[src/rtl/fft_pkg.sv]
// Shared constants and FSM state type for the 256-point FFT frame controller.
package fft_pkg;

  localparam int FFT_N          = 256;
  localparam int FFT_LOG2N      = 8;
  localparam int FFT_OUT_GROWTH = 8;

  typedef enum logic [1:0] {
    ST_IDLE  = 2'd0,
    ST_LOAD  = 2'd1,
    ST_WAIT  = 2'd2,
    ST_DRAIN = 2'd3
  } fsm_state_e;

endpackage

[src/rtl/fft_bitrev.sv]
// Combinational bit reversal of an index, mapping DIF output order to frequency bin.
module fft_bitrev
  import fft_pkg::*;
#(
  parameter int Log2N = FFT_LOG2N
) (
  input  logic [Log2N-1:0] idx_i,
  output logic [Log2N-1:0] idx_o
);

  always_comb begin
    idx_o = '0;
    for (int unsigned i = 0; i < Log2N; i++) begin
      idx_o[i] = idx_i[Log2N-1-i];
    end
  end

endmodule

[src/rtl/fft_frame_ctrl.sv]
// Frame sequencer around the 256-point DIF FFT core: gated input frames, timed wait, indexed drain.
// Define FFT_BITREV_IDX_EN to report out_idx as the bit-reversed (true frequency) bin.
module fft_frame_ctrl
  import fft_pkg::*;
#(
  parameter int DataWidth = 12,
  parameter int NPoints   = FFT_N,
  parameter int Log2N     = FFT_LOG2N,
  parameter int Timeout   = 1024
) (
  input  logic                                clk,
  input  logic                                rst,
  input  logic                                abort,
  input  logic                                in_valid,
  output logic                                in_ready,
  input  logic [DataWidth-1:0]                in_re,
  input  logic [DataWidth-1:0]                in_im,
  output logic                                core_start,
  output logic                                core_load,
  output logic [DataWidth-1:0]                core_re,
  output logic [DataWidth-1:0]                core_im,
  input  logic                                core_out_valid,
  input  logic [DataWidth+FFT_OUT_GROWTH-1:0] core_out_re,
  input  logic [DataWidth+FFT_OUT_GROWTH-1:0] core_out_im,
  output logic                                out_valid,
  output logic [DataWidth+FFT_OUT_GROWTH-1:0] out_re,
  output logic [DataWidth+FFT_OUT_GROWTH-1:0] out_im,
  output logic [Log2N-1:0]                    out_idx,
  output logic                                out_last,
  output logic                                busy,
  output logic [15:0]                         frame_cnt,
  output logic                                timeout_err
);

  localparam int OW = DataWidth + FFT_OUT_GROWTH;
  localparam int TW = $clog2(Timeout) + 1;
  localparam logic [Log2N-1:0] LAST_IDX = Log2N'(NPoints - 1);
  localparam logic [TW-1:0]    TMAX     = TW'(Timeout - 1);

  fsm_state_e state_q, state_d;

  logic [Log2N-1:0] in_cnt_q, in_cnt_d;
  logic [Log2N-1:0] out_cnt_q, out_cnt_d;
  logic [TW-1:0]    timer_q, timer_d;
  logic [15:0]      frame_cnt_q, frame_cnt_d;
  logic             tmo_err_q, tmo_err_d;
  logic             out_valid_q, out_valid_d;
  logic             out_last_q, out_last_d;
  logic [OW-1:0]    out_re_q, out_re_d;
  logic [OW-1:0]    out_im_q, out_im_d;
  logic [Log2N-1:0] out_idx_q, out_idx_d;
  logic [Log2N-1:0] idx_w;

  logic take, last_in, cap, last_bin, tmo;

`ifdef FFT_BITREV_IDX_EN
  fft_bitrev #(.Log2N(Log2N)) u_bitrev (
    .idx_i(out_cnt_q),
    .idx_o(idx_w)
  );
`else
  assign idx_w = out_cnt_q;
`endif

  always_ff @(posedge clk) begin
    if (rst) state_q <= ST_IDLE;
    else     state_q <= state_d;
  end

  always_comb begin
    state_d  = state_q;
    take     = 1'b0;
    last_in  = 1'b0;
    cap      = 1'b0;
    last_bin = 1'b0;
    tmo      = 1'b0;
    unique case (state_q)
      ST_IDLE: begin
        if (in_valid) begin
          take    = 1'b1;
          state_d = ST_LOAD;
        end
      end
      ST_LOAD: begin
        if (in_valid) begin
          take = 1'b1;
          if (in_cnt_q == LAST_IDX) begin
            last_in = 1'b1;
            state_d = ST_WAIT;
          end
        end
      end
      ST_WAIT: begin
        if (core_out_valid) begin
          cap     = 1'b1;
          state_d = ST_DRAIN;
        end else if (timer_q == TMAX) begin
          tmo     = 1'b1;
          state_d = ST_IDLE;
        end
      end
      ST_DRAIN: begin
        if (core_out_valid) begin
          cap = 1'b1;
          if (out_cnt_q == LAST_IDX) begin
            last_bin = 1'b1;
            state_d  = ST_IDLE;
          end
        end
      end
      default: state_d = ST_IDLE;
    endcase
    // abort overrides every event of this cycle, including a final sample or bin
    if (abort) begin
      state_d  = ST_IDLE;
      take     = 1'b0;
      last_in  = 1'b0;
      cap      = 1'b0;
      last_bin = 1'b0;
      tmo      = 1'b0;
    end
  end

  always_comb begin
    in_ready   = (state_q == ST_IDLE) || (state_q == ST_LOAD);
    busy       = (state_q != ST_IDLE);
    core_load  = in_ready && in_valid;
    core_start = (state_q == ST_IDLE) && in_valid;
    core_re    = core_load ? in_re : '0;
    core_im    = core_load ? in_im : '0;
  end

  always_comb begin
    in_cnt_d = in_cnt_q;
    if (take) in_cnt_d = last_in ? '0 : in_cnt_q + Log2N'(1);
    timer_d = ((state_q == ST_WAIT) && (state_d == ST_WAIT)) ? timer_q + TW'(1) : '0;
    out_cnt_d = out_cnt_q;
    if (cap) out_cnt_d = last_bin ? '0 : out_cnt_q + Log2N'(1);
    out_valid_d = cap;
    out_last_d  = last_bin;
    out_re_d    = cap ? core_out_re : out_re_q;
    out_im_d    = cap ? core_out_im : out_im_q;
    out_idx_d   = cap ? idx_w : out_idx_q;
    frame_cnt_d = frame_cnt_q + 16'(last_bin);
    tmo_err_d   = tmo_err_q | tmo;
    if (abort) begin
      in_cnt_d  = '0;
      out_cnt_d = '0;
      timer_d   = '0;
    end
  end

  always_ff @(posedge clk) begin
    if (rst) begin
      in_cnt_q    <= '0;
      out_cnt_q   <= '0;
      timer_q     <= '0;
      frame_cnt_q <= '0;
      tmo_err_q   <= 1'b0;
      out_valid_q <= 1'b0;
      out_last_q  <= 1'b0;
      out_re_q    <= '0;
      out_im_q    <= '0;
      out_idx_q   <= '0;
    end else begin
      in_cnt_q    <= in_cnt_d;
      out_cnt_q   <= out_cnt_d;
      timer_q     <= timer_d;
      frame_cnt_q <= frame_cnt_d;
      tmo_err_q   <= tmo_err_d;
      out_valid_q <= out_valid_d;
      out_last_q  <= out_last_d;
      out_re_q    <= out_re_d;
      out_im_q    <= out_im_d;
      out_idx_q   <= out_idx_d;
    end
  end

  assign out_valid   = out_valid_q;
  assign out_last    = out_last_q;
  assign out_re      = out_re_q;
  assign out_im      = out_im_q;
  assign out_idx     = out_idx_q;
  assign frame_cnt   = frame_cnt_q;
  assign timeout_err = tmo_err_q;

endmodule

[config.mk]
export PLATFORM = sky130hd
export DESIGN_NAME = fft_frame_ctrl
export DESIGN_NICKNAME = d
export VERILOG_FILES = /design/src/rtl/fft_pkg.sv /design/src/rtl/fft_bitrev.sv /design/src/rtl/fft_frame_ctrl.sv
export SDC_FILE = /design/constraint.sdc
export NUM_CORES = 1
export LEC_CHECK = 0
export CORE_MARGIN = 2
export CORE_UTILIZATION = 46
export CTS_CLUSTER_DIAMETER = 50
export DETAILED_ROUTE_END_ITERATION = 12
export PLACE_DENSITY = 0.85
export SYNTH_ARGS = -nofsm -noshare
export SYNTH_HDL_FRONTEND = slang
export SYNTH_HIERARCHICAL = 1
export SYNTH_SLANG_ARGS = --single-unit
[constraint.sdc]
create_clock -name clk -period 6.9 [get_ports clk]
set_input_delay 1.38 -clock clk [delete_from_list [all_inputs] [get_ports clk]]
set_output_delay 1.38 -clock clk [all_outputs]
set_load 0.01 [all_outputs]
[Word level (Yosys, flattened, before mapping)]
Cells that the tools add are included.
Storage, ports and cells
  output and inout bits: 95
  word-level logic and storage cells: 65
  bits in registers: 96
Cells by class
  muxes and demuxes: 31
  add/sub/neg operators: 4
  equality and inequality tests: 7
  reductions and logical operators: 10
  bitwise logic cells: 2
Operator list (count)
  $mux W12: 2
  $mux W1: 18
  $add A16 B1 Y16: 1
  $add A8 B1 Y8 const B: 2
  $eq A8 B8 Y1 const B: 2
  $mux W2: 8
  $mux W8: 2
  $add A11 B1 Y11 const B: 1
  $eq A11 B10 Y1 const B: 1
  $pmux W2 S4: 1
  $eq A2 B2 Y1 const B: 3
  $reduce_or A2 Y1: 3
  $logic_and A1 B1 Y1: 3
  $reduce_or A3 Y1: 1
  $eq A2 B1 Y1 const B: 1
  $logic_not A2 Y1: 1
  $reduce_bool A2 Y1: 1
  $logic_or A1 B1 Y1: 1
  $not A1 Y1: 1
  $or A1 B1 Y1: 1

[Logic depth before layout (Yosys ltp)]
  depth after elaboration: 9
  gate-level depth with buffers: 11

[Least setup slack after synthesis]
No wires, ideal clock.
  kind: input to output
  start: input in_valid
  end: output core_im[10]
  stages: 3
  buffers on the path: 1
  setup slack: 3.379 ns
  required time: 5.520 ns
  data arrival time: 2.141 ns
  path through: nor2b_1 clkbuf_1 and2_1
On the way
  longest elaborated chain between the ends: 2
Ends and longest elaborated chain
  from (decl): line fft_frame_ctrl.sv:14  | input logic in_valid,
  $logic_and A1 B1 Y1: line fft_frame_ctrl.sv:127  | core_load = in_ready && in_valid;
  named net core_load: line fft_frame_ctrl.sv:19  | output logic core_load,
  $mux W12: line fft_frame_ctrl.sv:130  | core_im = core_load ? in_im : '0;
  to (decl): line fft_frame_ctrl.sv:21  | output logic [DataWidth-1:0] core_im,
The timed path passes the listed nets, and every way through them passes these cells.

[Worst setup path in the final report]
  start: input in_valid
  end: output core_start
On the way
  longest elaborated chain between the ends: 1
Ends and longest elaborated chain
  $logic_and A1 B1 Y1: line fft_frame_ctrl.sv:128  | core_start = (state_q == ST_IDLE) && in_valid;
  to (decl): line fft_frame_ctrl.sv:18  | output logic core_start,
No other way between the ends.

==> results.md <==
- The commonest register cell after synthesis is dfxtp_1.
- The endpoint of the lowest-slack register-to-register path is frame_cnt[12].
- The ratio of final minimum period to clock period is 0.718.
- The final sum of negative setup slack is 0 ns.
- After detailed routing, the met2 layer carries ~4.9 mm of wire.
- The number of buffers inserted by hold repair at cts is 0.
- Of all flip-flops after synthesis, the portion carrying an async set or reset was 0.
- The classification of the worst-slack hold path is reg2reg.
- The reg2reg setup slack is ~4.1 ns.
- The origin of the worst min-delay path is out_idx[4].
- The clock passes through at most 2 buffers.
- The detailed router finished its first iteration with 157 violations.
- Port buffering added ~160 buffers.
- The initial core utilization is 0.476.
- In the routed design, unresolved DRC markers number 0.
- The endpoint arrival time on the critical path is roughly 3.6 ns.
- Measured against its own limit, the worst slew margin works out to 0.264.
- The via count of the first global-routing pass is ~3500.
- nand2_1 is the most common cell in the netlist.
- The layout cell share with drive strength beyond 1 is 0.0493.
- The tool flagged a number of max-cap violations equal to 0.
- STA classifies the critical path endpoint as a primary output.
- Once the clock tree was built, the resizer swapped 0 gates to a different size.
- The cell sitting at the root of the clock tree is a clkbuf_8.
- The number of antenna violations at the first check in global routing is 0.
- Setup violations remaining at the end of the flow were counted as 0.
- The total iterations of the first detailed-routing run is 4.
- The layout-stage area growth over the synthesis result is 47.5%.
- Power spread over the standard cell area amounts to ~170 nW/um^2.
- The max-slew violation count is 0.
- The y dimension of the die is approximately 96 um.
- The final clock skew is 0.0102 ns.
- Routability-driven placement finished with a final weighted congestion of 0.776.
- The count of cell types in the netlist is between 40 and 50.
- Setup repair after global routing left no endpoint under its margin.
- After detailed routing, the number of vias per cell comes to 5.08.
- The first global-routing pass estimated 15.6 mm of wire.
- Timing would allow up to approximately 0.2 GHz.
- The routed length per placed instance is approximately 13 um.
- The clock buffer count from CTS is 9.
- The largest total area in the synthesized netlist belongs to dfxtp_1.
- For this run the aggregate overflow at the end of global routing stands at 0.
- The synthesized design contains between 90 and 100 register bits.
- The launch instance of the worst register-to-register path is idx_w[0].
- The clock tree synthesis step divided the H-tree into 3 levels.
- Clock tree synthesis found a total of between 90 and 100 sinks.
- For this run, the number of Yosys warnings is 6.
- STA classifies the critical path startpoint as an input pin.
- The global-route usage over all layers is 0.214.
- The synthesized instance count is 473.
- For this run, the register share of the synthesized area comes to 0.491.
- The highest routing layer actually used is met4.
- The largest voltage drop on the vdd net is between 0.1 and 0.15 mV.
- The repair_antennas step left the layout with diodes totalling 0.
- Clock-pin slew was measured on the worst setup and hold paths at 0.08 ns.
- The flow ran to the end, and the final reports show no timing, DRC or antenna violations.
- The routed wire length on met3 is between 700 and 800 um.
- The total count of hold-check failures in the final report is 0.
- The post-route total power is a little under 1 mW.
- The clock period could shrink to between 4 and 5 ns.
- The type of the worst setup path is in2out.
- The analysis attributes to cell leakage a power of ~1.9 nW.
- The total core area is around 8200 um^2.
- The number of placement rows is 33.
- The maximum fanout encountered on the critical timing path is 26.
- The required time of the worst setup path is 5.52 ns.
- Counting instances in the post-synthesis netlist gives the leading cell types as nand2_1, dfxtp_1, a21oi_1.
- Detailed placement finished with a half-perimeter wire length of between 7 and 8 mm.
- Summing every instance area after synthesis gives about 4000 um^2.
- The number of stages on the worst hold path is 2.
- The net count after synthesis is roughly 550.
- The pin count of the biggest net entering global routing is 70.
- The average size of a mapped cell is approximately 8.3 um^2.
- The detailed router put a total of 3.90 mm of wire on met1.
- Once detail routing completed, the nets flagged for antenna violations numbered 0.
- Pin placement for this block handled between 150 and 200 I/O pins.
- The final routed wirelength across all metal layers is about 9.7 mm.
- The die footprint is slightly above 9000 um^2.
- Yosys attributes the largest share of cell area to dfxtp_1, nand2_1, a21oi_1.
- The final core utilization is 0.702.
- For the worst-skew pair, the clock arrives at the later sink with an insertion delay of around 0.36 ns.
- The count of flip-flops with a built-in enable after synthesis is 0.
- The number of cell instances on the worst register-to-register path is 10.
- The minimum hold slack is roughly 0.46 ns.
- The buffer count from post-CTS setup fixing is 0.
- The worst-margin pin slew is between 1 and 1.5 ns.
- Of the post-synthesis cell area, the dominant cell type holds 0.491.
- The final layout net count is about 700.
- The clock tree from TritonCTS is built.
- The worst hold path terminates at out_idx[4].
- From left edge to right edge, the die measures around 96 um.
- The detailed router placed around 3700 vias in this run.
## layout by cell type, fill, tap and decap left out, drive strengths merged, types with 3 or more instances in the layout
cell,count
clkdlybuf4s50,162
dfxtp,96
nand2,116
clkbuf,10
xnor2,22
nor2b,7
nor2,40
nor3,11
a21oi,52
nand3,20
inv,7
nor4,4
buf,3
nand4,9
and2,24
ha,5
xor2,9
## metal layers
metal  vias to the layer above  GRT usage
li1                       1858          -
met1                      1720      0.248
met2                       141      0.381
met3                         9     0.0564
met4                         0     0.0690
met5                         -          0
## critical path: stages
cell             delay (ns)
clkdlybuf4s50_1        0.51
nor2b_1                0.88
nor2b_1                0.25
clkdlybuf4s50_1        0.55
## worst max-delay path by stage
stage	end	cells after the start	slack [ns]	startpoint
2_1_floorplan	core_im[10]	3	3.38	in_valid
3_3_place_gp	core_re[8]	4	2.07	in_valid
3_5_place_dp	core_re[4]	4	1.92	in_valid
4_1_cts	core_re[4]	4	1.91	in_valid
5_1_grt	core_re[4]	4	1.71	in_valid
6_report	core_start	4	1.95	in_valid
## layout make-up
| type | instances | area [um^2] |
|---|---|---|
| Inverter | 7 | 26.3 |
| Clock inverter | 5 | 58.8 |
| Clock buffer | 10 | 128 |
| Fill cell | 667 | 2450 |
| Timing Repair Buffer | 165 | 1640 |
| Tap cell | 105 | 131 |
| Sequential cell | 96 | 1920 |
| Multi-Input combinational cell | 346 | 1860 |
## stage by stage
| step | setup WS (ns) | instance area [um^2] | instances |
|---|---|---|---|
| finish | 1.95 | 5770 | 734 |
| global route | 1.71 | 5770 | 734 |
| CTS | 1.91 | 5770 | 734 |
| detailed placement | 1.92 | 5580 | 719 |
| global placement | 2.07 | 5580 | 719 |
| floorplan | 3.38 | 3910 | 473 |
## kinds of logic (layout without fill, tap and decap cells)
| family | count (synthesis) | in the layout | synth area share |
|---|---|---|---|
| fa+ha+maj | 5 | 5 | 0.0160 |
| compound gates | 62 | 62 | 0.0854 |
| mux | 1 | 1 | 0.00288 |
| flops | 96 | 96 | 0.491 |
| buf+inv | 31 | 187 | 0.0333 |
| xor+xnor | 31 | 31 | 0.0694 |
| simple gates | 247 | 247 | 0.302 |
## power by group
part / leakage [nW] / switching, mW / internal (mW) / total [mW]
combinational: 1.04 / 0.0271 / 0.0528 / 0.0799
clock: 0.0883 / 0.184 / 0.166 / 0.350
sequential: 0.773 / 0.000919 / 0.554 / 0.555
## flip-flops by register name (all words and copies together), names as in the netlist
signal	count
out_re	20
frame_cnt	16
out_last	1
state_q	2
in_cnt_q	8
timeout_err	1
timer_q	11
idx_w	8
out_idx	8
out_valid	1
out_im	20
Power figures use the tool's default switching activity.
